[config.mk]
export PLATFORM = sky130hd
export DESIGN_NAME = tapped_delay_line_flat
export DESIGN_NICKNAME = d
export VERILOG_FILES = /design/src/rtl/tapped_delay_line_pkg.sv /design/src/rtl/tapped_delay_line_if.sv /design/src/rtl/tapped_delay_line_tdl_channel.sv /design/src/rtl/tapped_delay_line.sv /design/src/flat_wrapper.sv
export SDC_FILE = /design/constraint.sdc
export NUM_CORES = 1
export LEC_CHECK = 0
export BUFFER_PORTS_ARGS = -buffer_cell sky130_fd_sc_hd__clkbuf_2
export CAP_MARGIN = 20
export CORE_AREA = 2 2 59 55
export DETAILED_ROUTE_END_ITERATION = 16
export DIE_AREA = 0 0 61 57
export PLACE_DENSITY = 0.75
export RECOVER_POWER = 100
export SYNTH_ARGS = -nofsm -noshare
export SYNTH_HDL_FRONTEND = slang
export SYNTH_HIERARCHICAL = 1
export SYNTH_SLANG_ARGS = --single-unit
[constraint.sdc]
create_clock -name clk -period 2.5 [get_ports clk]
set_input_delay 0.25 -clock clk [delete_from_list [all_inputs] [get_ports clk]]
set_output_delay 0.25 -clock clk [all_outputs]
set_load 0.02 [all_outputs]
[src/rtl/tapped_delay_line_pkg.sv]
// Shared mode encodings and elaboration-time helpers for the tapped delay line.
// Pure constants and functions: no latency and no flow control.
package tapped_delay_line_pkg;

  localparam logic MODE_TRANSPORT = 1'b0;
  localparam logic MODE_INERTIAL  = 1'b1;

  // Stage index inside the shift line that feeds tap k.
  function automatic int tap_stage(input int k, input int tap_cycles);
    return (k + 1) * tap_cycles - 1;
  endfunction

  function automatic int clog2(input int value);
    int w;
    w = 0;
    while ((1 << w) < value) w++;
    return w;
  endfunction

endpackage

[src/rtl/tapped_delay_line_if.sv]
// Control inputs and tap/strobe outputs of the tapped delay line.
// Plain wires: no latency of its own, no backpressure (EN freezes the line).
interface tapped_delay_line_if
  import tapped_delay_line_pkg::*;
#(
  parameter int CHANNELS = 1,
  parameter int TAPS     = 5
);
  logic                       EN;
  logic                       FLUSH;
  logic                       MODE;
  logic [CHANNELS-1:0]        IN;
  logic [CHANNELS*TAPS-1:0]   TAP;
  logic [CHANNELS*TAPS-1:0]   RISE;
  logic [CHANNELS*TAPS-1:0]   FALL;
  logic [CHANNELS-1:0]        ACTIVE;

  modport master (
    output EN, FLUSH, MODE, IN,
    input  TAP, RISE, FALL, ACTIVE
  );

  modport slave (
    input  EN, FLUSH, MODE, IN,
    output TAP, RISE, FALL, ACTIVE
  );
endinterface

[src/rtl/tapped_delay_line_tdl_channel.sv]
// One delay channel: optional glitch filter, shift line, taps, edge strobes, ACTIVE.
// Tap k lags IN by (k+1)*TAP_CYCLES cycles (+FILTER_CYCLES in inertial mode); EN low freezes.
module tdl_channel
  import tapped_delay_line_pkg::*;
#(
  parameter int TAPS          = 5,
  parameter int TAP_CYCLES    = 5,
  parameter int FILTER_CYCLES = 3
) (
  input  logic            clk_i,
  input  logic            rst_n_i,
  input  logic            en_i,
  input  logic            flush_i,
  input  logic            mode_i,
  input  logic            in_i,
  input  logic            adv_i,
  output logic [TAPS-1:0] tap_o,
  output logic [TAPS-1:0] rise_o,
  output logic [TAPS-1:0] fall_o,
  output logic            active_o
);

  localparam int D  = TAPS * TAP_CYCLES + 1;
  localparam int CW = clog2(FILTER_CYCLES + 1);
  localparam logic [CW-1:0] CNT_LAST = CW'(FILTER_CYCLES - 1);

  logic [D-1:0]  s_q, s_d;
  logic          f_q, f_d;
  logic [CW-1:0] cnt_q, cnt_d;
  logic          line_in;

  always_comb begin
    s_d     = s_q;
    f_d     = f_q;
    cnt_d   = cnt_q;
    line_in = (mode_i == MODE_INERTIAL) ? f_q : in_i;
    if (flush_i) begin
      s_d   = '0;
      f_d   = 1'b0;
      cnt_d = '0;
    end else if (en_i) begin
      s_d = {s_q[D-2:0], line_in};
      // Tracking IN in transport mode keeps a later switch to inertial glitch-free.
      if (mode_i == MODE_TRANSPORT) begin
        f_d   = in_i;
        cnt_d = '0;
      end else if (in_i == f_q) begin
        cnt_d = '0;
      end else if (cnt_q == CNT_LAST) begin
        f_d   = in_i;
        cnt_d = '0;
      end else begin
        cnt_d = cnt_q + CW'(1);
      end
    end
  end

  always_ff @(posedge clk_i or negedge rst_n_i) begin
    if (!rst_n_i) begin
      s_q   <= '0;
      f_q   <= 1'b0;
      cnt_q <= '0;
    end else begin
      s_q   <= s_d;
      f_q   <= f_d;
      cnt_q <= cnt_d;
    end
  end

  for (genvar k = 0; k < TAPS; k++) begin : g_tap
    localparam int J = tap_stage(k, TAP_CYCLES);
    // s[J+1] still holds the pre-shift tap value, so the pair exposes the edge just taken.
    assign tap_o[k]  = s_q[J];
    assign rise_o[k] = adv_i &  s_q[J] & ~s_q[J+1];
    assign fall_o[k] = adv_i & ~s_q[J] &  s_q[J+1];
  end

  assign active_o = (|s_q) & ~(&s_q);

endmodule

[src/rtl/tapped_delay_line.sv]
// Multi-channel tapped delay line with transport/inertial modes and per-tap edge strobes.
// Tap k lags IN by (k+1)*TAP_CYCLES cycles; no backpressure, EN low freezes all state.
module tapped_delay_line
  import tapped_delay_line_pkg::*;
#(
  parameter int CHANNELS      = 1,
  parameter int TAPS          = 5,
  parameter int TAP_CYCLES    = 5,
  parameter int FILTER_CYCLES = 3
) (
  input logic                clk,
  input logic                reset_n,
  tapped_delay_line_if.slave bus
);

  logic adv_q, adv_d;

  // Strobes are only valid in the cycle after a real shift.
  assign adv_d = bus.EN & ~bus.FLUSH;

  always_ff @(posedge clk or negedge reset_n) begin
    if (!reset_n) begin
      adv_q <= 1'b0;
    end else begin
      adv_q <= adv_d;
    end
  end

  for (genvar ch = 0; ch < CHANNELS; ch++) begin : g_ch
    tdl_channel #(
      .TAPS          (TAPS),
      .TAP_CYCLES    (TAP_CYCLES),
      .FILTER_CYCLES (FILTER_CYCLES)
    ) u_ch (
      .clk_i    (clk),
      .rst_n_i  (reset_n),
      .en_i     (bus.EN),
      .flush_i  (bus.FLUSH),
      .mode_i   (bus.MODE),
      .in_i     (bus.IN[ch]),
      .adv_i    (adv_q),
      .tap_o    (bus.TAP[ch*TAPS +: TAPS]),
      .rise_o   (bus.RISE[ch*TAPS +: TAPS]),
      .fall_o   (bus.FALL[ch*TAPS +: TAPS]),
      .active_o (bus.ACTIVE[ch])
    );
  end

endmodule

[src/flat_wrapper.sv]
// flat-port wrapper written by rule: the top's interface ports become plain ports
module tapped_delay_line_flat import tapped_delay_line_pkg::*;
#(
  parameter int CHANNELS      = 1,
  parameter int TAPS          = 5,
  parameter int TAP_CYCLES    = 5,
  parameter int FILTER_CYCLES = 3
)
  (clk, reset_n, bus_EN, bus_FLUSH, bus_MODE, bus_IN, bus_TAP, bus_RISE, bus_FALL, bus_ACTIVE);
  tapped_delay_line_if #(.CHANNELS(CHANNELS), .TAPS(TAPS)) bus_i ();
  input logic clk;
  input logic reset_n;
  input wire logic [$bits(bus_i.EN)-1:0] bus_EN;
  input wire logic [$bits(bus_i.FLUSH)-1:0] bus_FLUSH;
  input wire logic [$bits(bus_i.MODE)-1:0] bus_MODE;
  input wire logic [$bits(bus_i.IN)-1:0] bus_IN;
  output wire logic [$bits(bus_i.TAP)-1:0] bus_TAP;
  output wire logic [$bits(bus_i.RISE)-1:0] bus_RISE;
  output wire logic [$bits(bus_i.FALL)-1:0] bus_FALL;
  output wire logic [$bits(bus_i.ACTIVE)-1:0] bus_ACTIVE;
  assign bus_i.EN = bus_EN;
  assign bus_i.FLUSH = bus_FLUSH;
  assign bus_i.MODE = bus_MODE;
  assign bus_i.IN = bus_IN;
  assign bus_TAP = bus_i.TAP;
  assign bus_RISE = bus_i.RISE;
  assign bus_FALL = bus_i.FALL;
  assign bus_ACTIVE = bus_i.ACTIVE;
  tapped_delay_line #(.CHANNELS(CHANNELS), .TAPS(TAPS), .TAP_CYCLES(TAP_CYCLES), .FILTER_CYCLES(FILTER_CYCLES)) u_core (.clk(clk), .reset_n(reset_n), .bus(bus_i));
endmodule
Yosys cells after proc, flatten, opt, wreduce, memory -nomap -nowiden
Cells that the tools add are included.
W data, S select, Z words.

word-level totals
  flip-flop bits (word level) = 30
  input port bits = 6
  output and inout port bits = 16
  word-level logic and storage cells = 60

operators by class
  $add $sub $neg = 1
  eq/ne operators = 4
  mux-type cells = 13
  bitwise operators = 34
  reductions and logical operators = 4

operators by type and width
  kind                   count
  $mux W26               2
  $reduce_and A26 Y1     1
  $reduce_or A26 Y1      1
  $and A1 B1 Y1          22
  $not A1 Y1             12
  $mux W2                5
  $mux W1                6
  $ne A3 B2 Y1 const B   1
  $ne A3 B3 Y1 const B   1
  $reduce_and A3 Y1      1
  $add A2 B1 Y2 const B  1
  $eq A2 B2 Y1 const B   1
  $reduce_bool A2 Y1     1
  $eq A1 B1 Y1           1

Longest topological paths before layout
  depth in word-level cells = 6
  mapped depth = 4
  depth with buffers taken out = 4

Hierarchy
The synthesis kept the hierarchy.

modules (own cells, without submodules)
  module             instances  cells each  area an instance (µm²)  sequential area each (µm²)
  tdl_channel        1          142         1465.2                  725.7
  tapped_delay_line  1          2           38.8                    25.0

Worst setup path before layout
OpenSTA, ideal clock, no wires.

  path kind = reg-to-output
  start point = register u_core.g_ch[0].u_ch.s_q[20]
  end point = output bus_ACTIVE
  arrival = 0.971 ns
  required time = 2.250 ns
  setup slack = 1.279 ns
  stages on the path, launching flop included = 5
  buffers on the path = 0
  cells stage by stage = dfrtp_1 nor4_1 nand4_1 nor2_1 a21oi_1

on the way
  word-level cells in the longest chain between the ends = 3
  elaborated cells on any way between the ends = 4
  classes of those cells = bitwise (2); reduce/logical (2)

ends and longest elaborated chain
  what                      RTL line                             text
  start: declaration        tapped_delay_line_tdl_channel.sv:27  logic [D-1:0] s_q, s_d;
  start signal: assignment  tapped_delay_line_tdl_channel.sv:60  s_q <= '0;
  start signal: assignment  tapped_delay_line_tdl_channel.sv:64  s_q <= s_d;
  $reduce_and A26 Y1        tapped_delay_line_tdl_channel.sv:78  assign active_o = (|s_q) & ~(&s_q);
  $not A1 Y1                tapped_delay_line_tdl_channel.sv:78
  $and A1 B1 Y1 *           tapped_delay_line_tdl_channel.sv:78
  end: declaration          flat_wrapper.sv:20                   output wire logic [$bits(bus_i.ACTIVE)-1:0] bus_ACTIVE;

Mark *: on every way between the ends. The rest lies on a longest branch, timed or not.

Final worst setup path
  start point = input bus_EN
  end point = register u_core.g_ch[0].u_ch.s_q[1]

on the way
  word-level cells in the longest chain between the ends = 1

ends and longest elaborated chain
  what                                 RTL line            text
  start: declaration                   flat_wrapper.sv:13  input wire logic [$bits(bus_i.EN)-1:0] bus_EN;
  $reduce_bool A2 Y1 (no source line)  -

Every way passes these cells.
A chain may end at the register's enable or synchronous reset.

==> impl_metrics.yaml <==
status:
  status: "finished, violations left"
  failed_checks: "capacitance limit, slew limit"
clock_network:
  cts_tree: "yes"
  root_buffer: "clkbuf_4"
  clk_path_buf_depth: 2
  cts_made_buffers: 5
  cts.clk_slew.worst_paths_ns: 0.10
  clk_latency_ns: 0.34
  cts_resized: 0
  cts_sinks: 30
  cts-htree-levels: 2
  postCtsSetupRepairBufs: 0
grt:
  grt_pass1_vias: 1094
  grtUsageTotal: 0.198
  grt_pass1_wl_um: 4910
  overflow: 0
  antenna_found_initial: 0
  grt_max_degree: 31
timing:
  fmax_mhz: 512
  fin_skew_ns: 0.0157
  tns_ns: 0
  fin_crit_ns: 1.95
  worstMarginPinSlew_ns: 1.56
  setup_slack_ns: 0.545
  maxSlewHeadroom: -0.0377
  rsz0062_at_grt: "false"
  final-hold-violation-count: 0
  slew_viol_final: 31
  setup_violations: 0
  period_share: 0.782
power_and_ir_drop:
  comb_power_share: 0.072
  clock_power_share: 0.355
  p_int_w: 0.000647
  seqPwrFrac: 0.572
  power_density_nw_per_um2: 536
  peakVddDrop_v: 0.000318
  leakagePower_nw: 0.787
  swShare: 0.253
  p_switching_w: 0.000220
floorplanning:
  die_w_um: 61
  die_area_um2: 3480
  core_um2: 2920
  die-height_um: 57
  ios: 22
  rows: 19
  initial_core_util: 0.514
place:
  globalplace.congestion: 0.731
  hpwl_um: 1900
  place.port_buffers: 21
  pre_cts_ws_ns: 1.01
synth:
  syn_nets: 150
  yosysTopAreaCell: "dfrtp_1"
  synth_top_cell_area_share: 0.499
  ys_ff_latch: 30
  yosys_warnings: 6
  syn_avg_cell_area_um2: 10.4
  synth_area_um2: 1500
  seq_area_frac_synth: 0.499
  synthCells: 144
  netlist_top_cells_area: "dfrtp_1, mux2i_1, nor2_1"
  ys_types: 22
route:
  drc: 0
  viasPerCell: 5.25
  first_pass_iters: 4
  vias: 1077
  routed_wl_um: 2790
  initialDrtViolationCount: 28
  avgRoutedWirePerCell_um: 13.6
  drtAntennaViolNets: 0
worst_setup_path:
  r2r_slack_ns: 1.31
  crit_chain: "clkbuf_1 > clkbuf_1 > mux2i_1 > nor2_1"
  slowest_delay_ns: 0.80
  endpoint: "u_core/g_ch[0].u_ch/s_q[1]$_DFFE_PN0P_"
  crit_path_frequent_cell: "clkbuf_1"
  r2r_end: "u_core/g_ch[0].u_ch/f_q$_DFFE_PN0P_"
  setup.worst_path.start: "bus_EN"
  cp-start-kind: "primary input"
  cp-end-kind: "flip-flop"
  worst-path-max-fanout: 19
  cp_slowest_cell: "clkbuf_1"
  worstPathRequired_ns: 2.70
  critPathKind: "primary input to flip-flop"
  ff2ff_path_depth: 4
  cp.arrival_ns: 2.15
  r2r_start: "u_core/g_ch[0].u_ch/cnt_q[0]$_DFFE_PN0P_"
flow_run:
  cap_violations: 1
final_layout:
  multi_input_area_um2: 654
  syn_to_final_growth_pct: 7.57
  layout-drive-gt1-share: 0.0798
  diodes: 0
  nets: 168
  seqCellArea_um2: 751
  nFillCells: 296
hold_path:
  hold_path.class: "primary input to flip-flop"
  whs_path_depth: 3
## power groups by stage
stage          Clock (W)  Sequential [W]  Combinational [W]
3_5_place_dp           0        0.000506          0.0000649
2_1_floorplan          0        0.000502          0.0000478
5_1_grt         0.000342        0.000497          0.0000697
4_1_cts         0.000322        0.000496          0.0000664
3_3_place_gp           0        0.000505          0.0000637
6_report        0.000308        0.000496          0.0000625
## worst min path at each step
stage	slack (ns)	end	start
global placement	0.34	u_core/g_ch[0].u_ch/s_q[15]$_DFFE_PN0P_	reset_n
floorplan	-0.05	u_core/adv_q$_DFF_PN0_	reset_n
detailed placement	0.34	u_core/g_ch[0].u_ch/s_q[15]$_DFFE_PN0P_	reset_n
global route	0.22	u_core/g_ch[0].u_ch/f_q$_DFFE_PN0P_	bus_IN
CTS	0.18	u_core/g_ch[0].u_ch/f_q$_DFFE_PN0P_	bus_IN
finish	0.19	u_core/g_ch[0].u_ch/f_q$_DFFE_PN0P_	bus_IN
## through the flow
step                power [W]   util  instances  hold WS (ns)  area [um^2]
floorplan            0.000550      -        144       -0.0456         1500
global placement     0.000569  0.540        196         0.336         1580
detailed placement   0.000571  0.540        196         0.337         1580
CTS                  0.000885  0.566        205         0.179         1650
global route         0.000909  0.553        205         0.223         1620
finish               0.000867  0.553        205         0.192         1620
## critical path, delay by kind of cell
kind	cells	cell delay, ns
buffers and inverters	2	1.55
and+or+nand+nor	1	0.06
muxes	1	0.29
## cell usage in the layout (no fill, tap or decap), drive strengths merged
cell type	n
nand2	8
clkinvlp	1
a21oi	3
nand2b	4
nand4	7
dfrtp	30
clkinv	1
xnor2	1
and3b	5
nor2	34
nor3	2
a211oi	1
nand3	1
nor4	7
mux2i	27
a21boi	1
clkbuf	28
dlygate4sd3	1
nor2b	1
## kinds of logic (layout without fill, tap and decap cells)
family / Yosys count / after routing / synth area share
AOI/OAI and AO/OA: 5 / 5 / 0.0233
DFF: 30 / 30 / 0.499
xor gates and xnor gates: 1 / 1 / 0.00582
buffers and inverters: 12 / 31 / 0.0591
and+or+nand+nor: 69 / 69 / 0.233
muxes: 27 / 27 / 0.180
## cell usage after synthesis
| cell type | instances |
|---|---|
| nor3_1 | 1 |
| nor2_1 | 33 |
| mux2i_1 | 27 |
| nand3_1 | 1 |
| nor4_1 | 7 |
| buf_8 | 1 |
| a21boi_1 | 1 |
| nor2_2 | 1 |
| and3b_1 | 5 |
| xnor2_1 | 1 |
| dfrtp_1 | 30 |
| nand2_1 | 8 |
| a21oi_1 | 3 |
| a211oi_2 | 1 |
| nor3_2 | 1 |
| nand4_1 | 7 |
| buf_6 | 1 |
| buf_2 | 2 |
| nor2b_4 | 1 |
| clkbuf_1 | 2 |
| nand2b_1 | 4 |
| buf_4 | 6 |
## final cells by class
| type | instances | share of cell area |
|---|---|---|
| clock buffers | 6 | 0.0317 |
| multi-input cells | 102 | 0.404 |
| repair buffers | 23 | 0.0596 |
| clock inverters | 2 | 0.00773 |
| flip-flops and latches | 30 | 0.464 |
| well taps | 42 | 0.0325 |
## metal layers
metal,up-vias,wire (um),global-route usage
li1,529,-,-
met1,520,1260,0.247
met2,21,1330,0.304
met3,7,117,0.0522
met4,0,83,0.121
met5,-,0,0
## state kept, by name (all words and copies together), names as in the netlist
signal / flops
u_core/adv_q: 1
u_core/g_ch.u_ch/cnt_q: 2
u_core/g_ch.u_ch/f_q: 1
u_core/g_ch.u_ch/s_q: 26
## what timing repair did
action	4_1_cts	5_1_grt
endpoints found under the hold margin	30	0
hold buffers	1	0
endpoints found under the setup margin	0	0
Note: power is estimated with default switching activity, not from simulation.
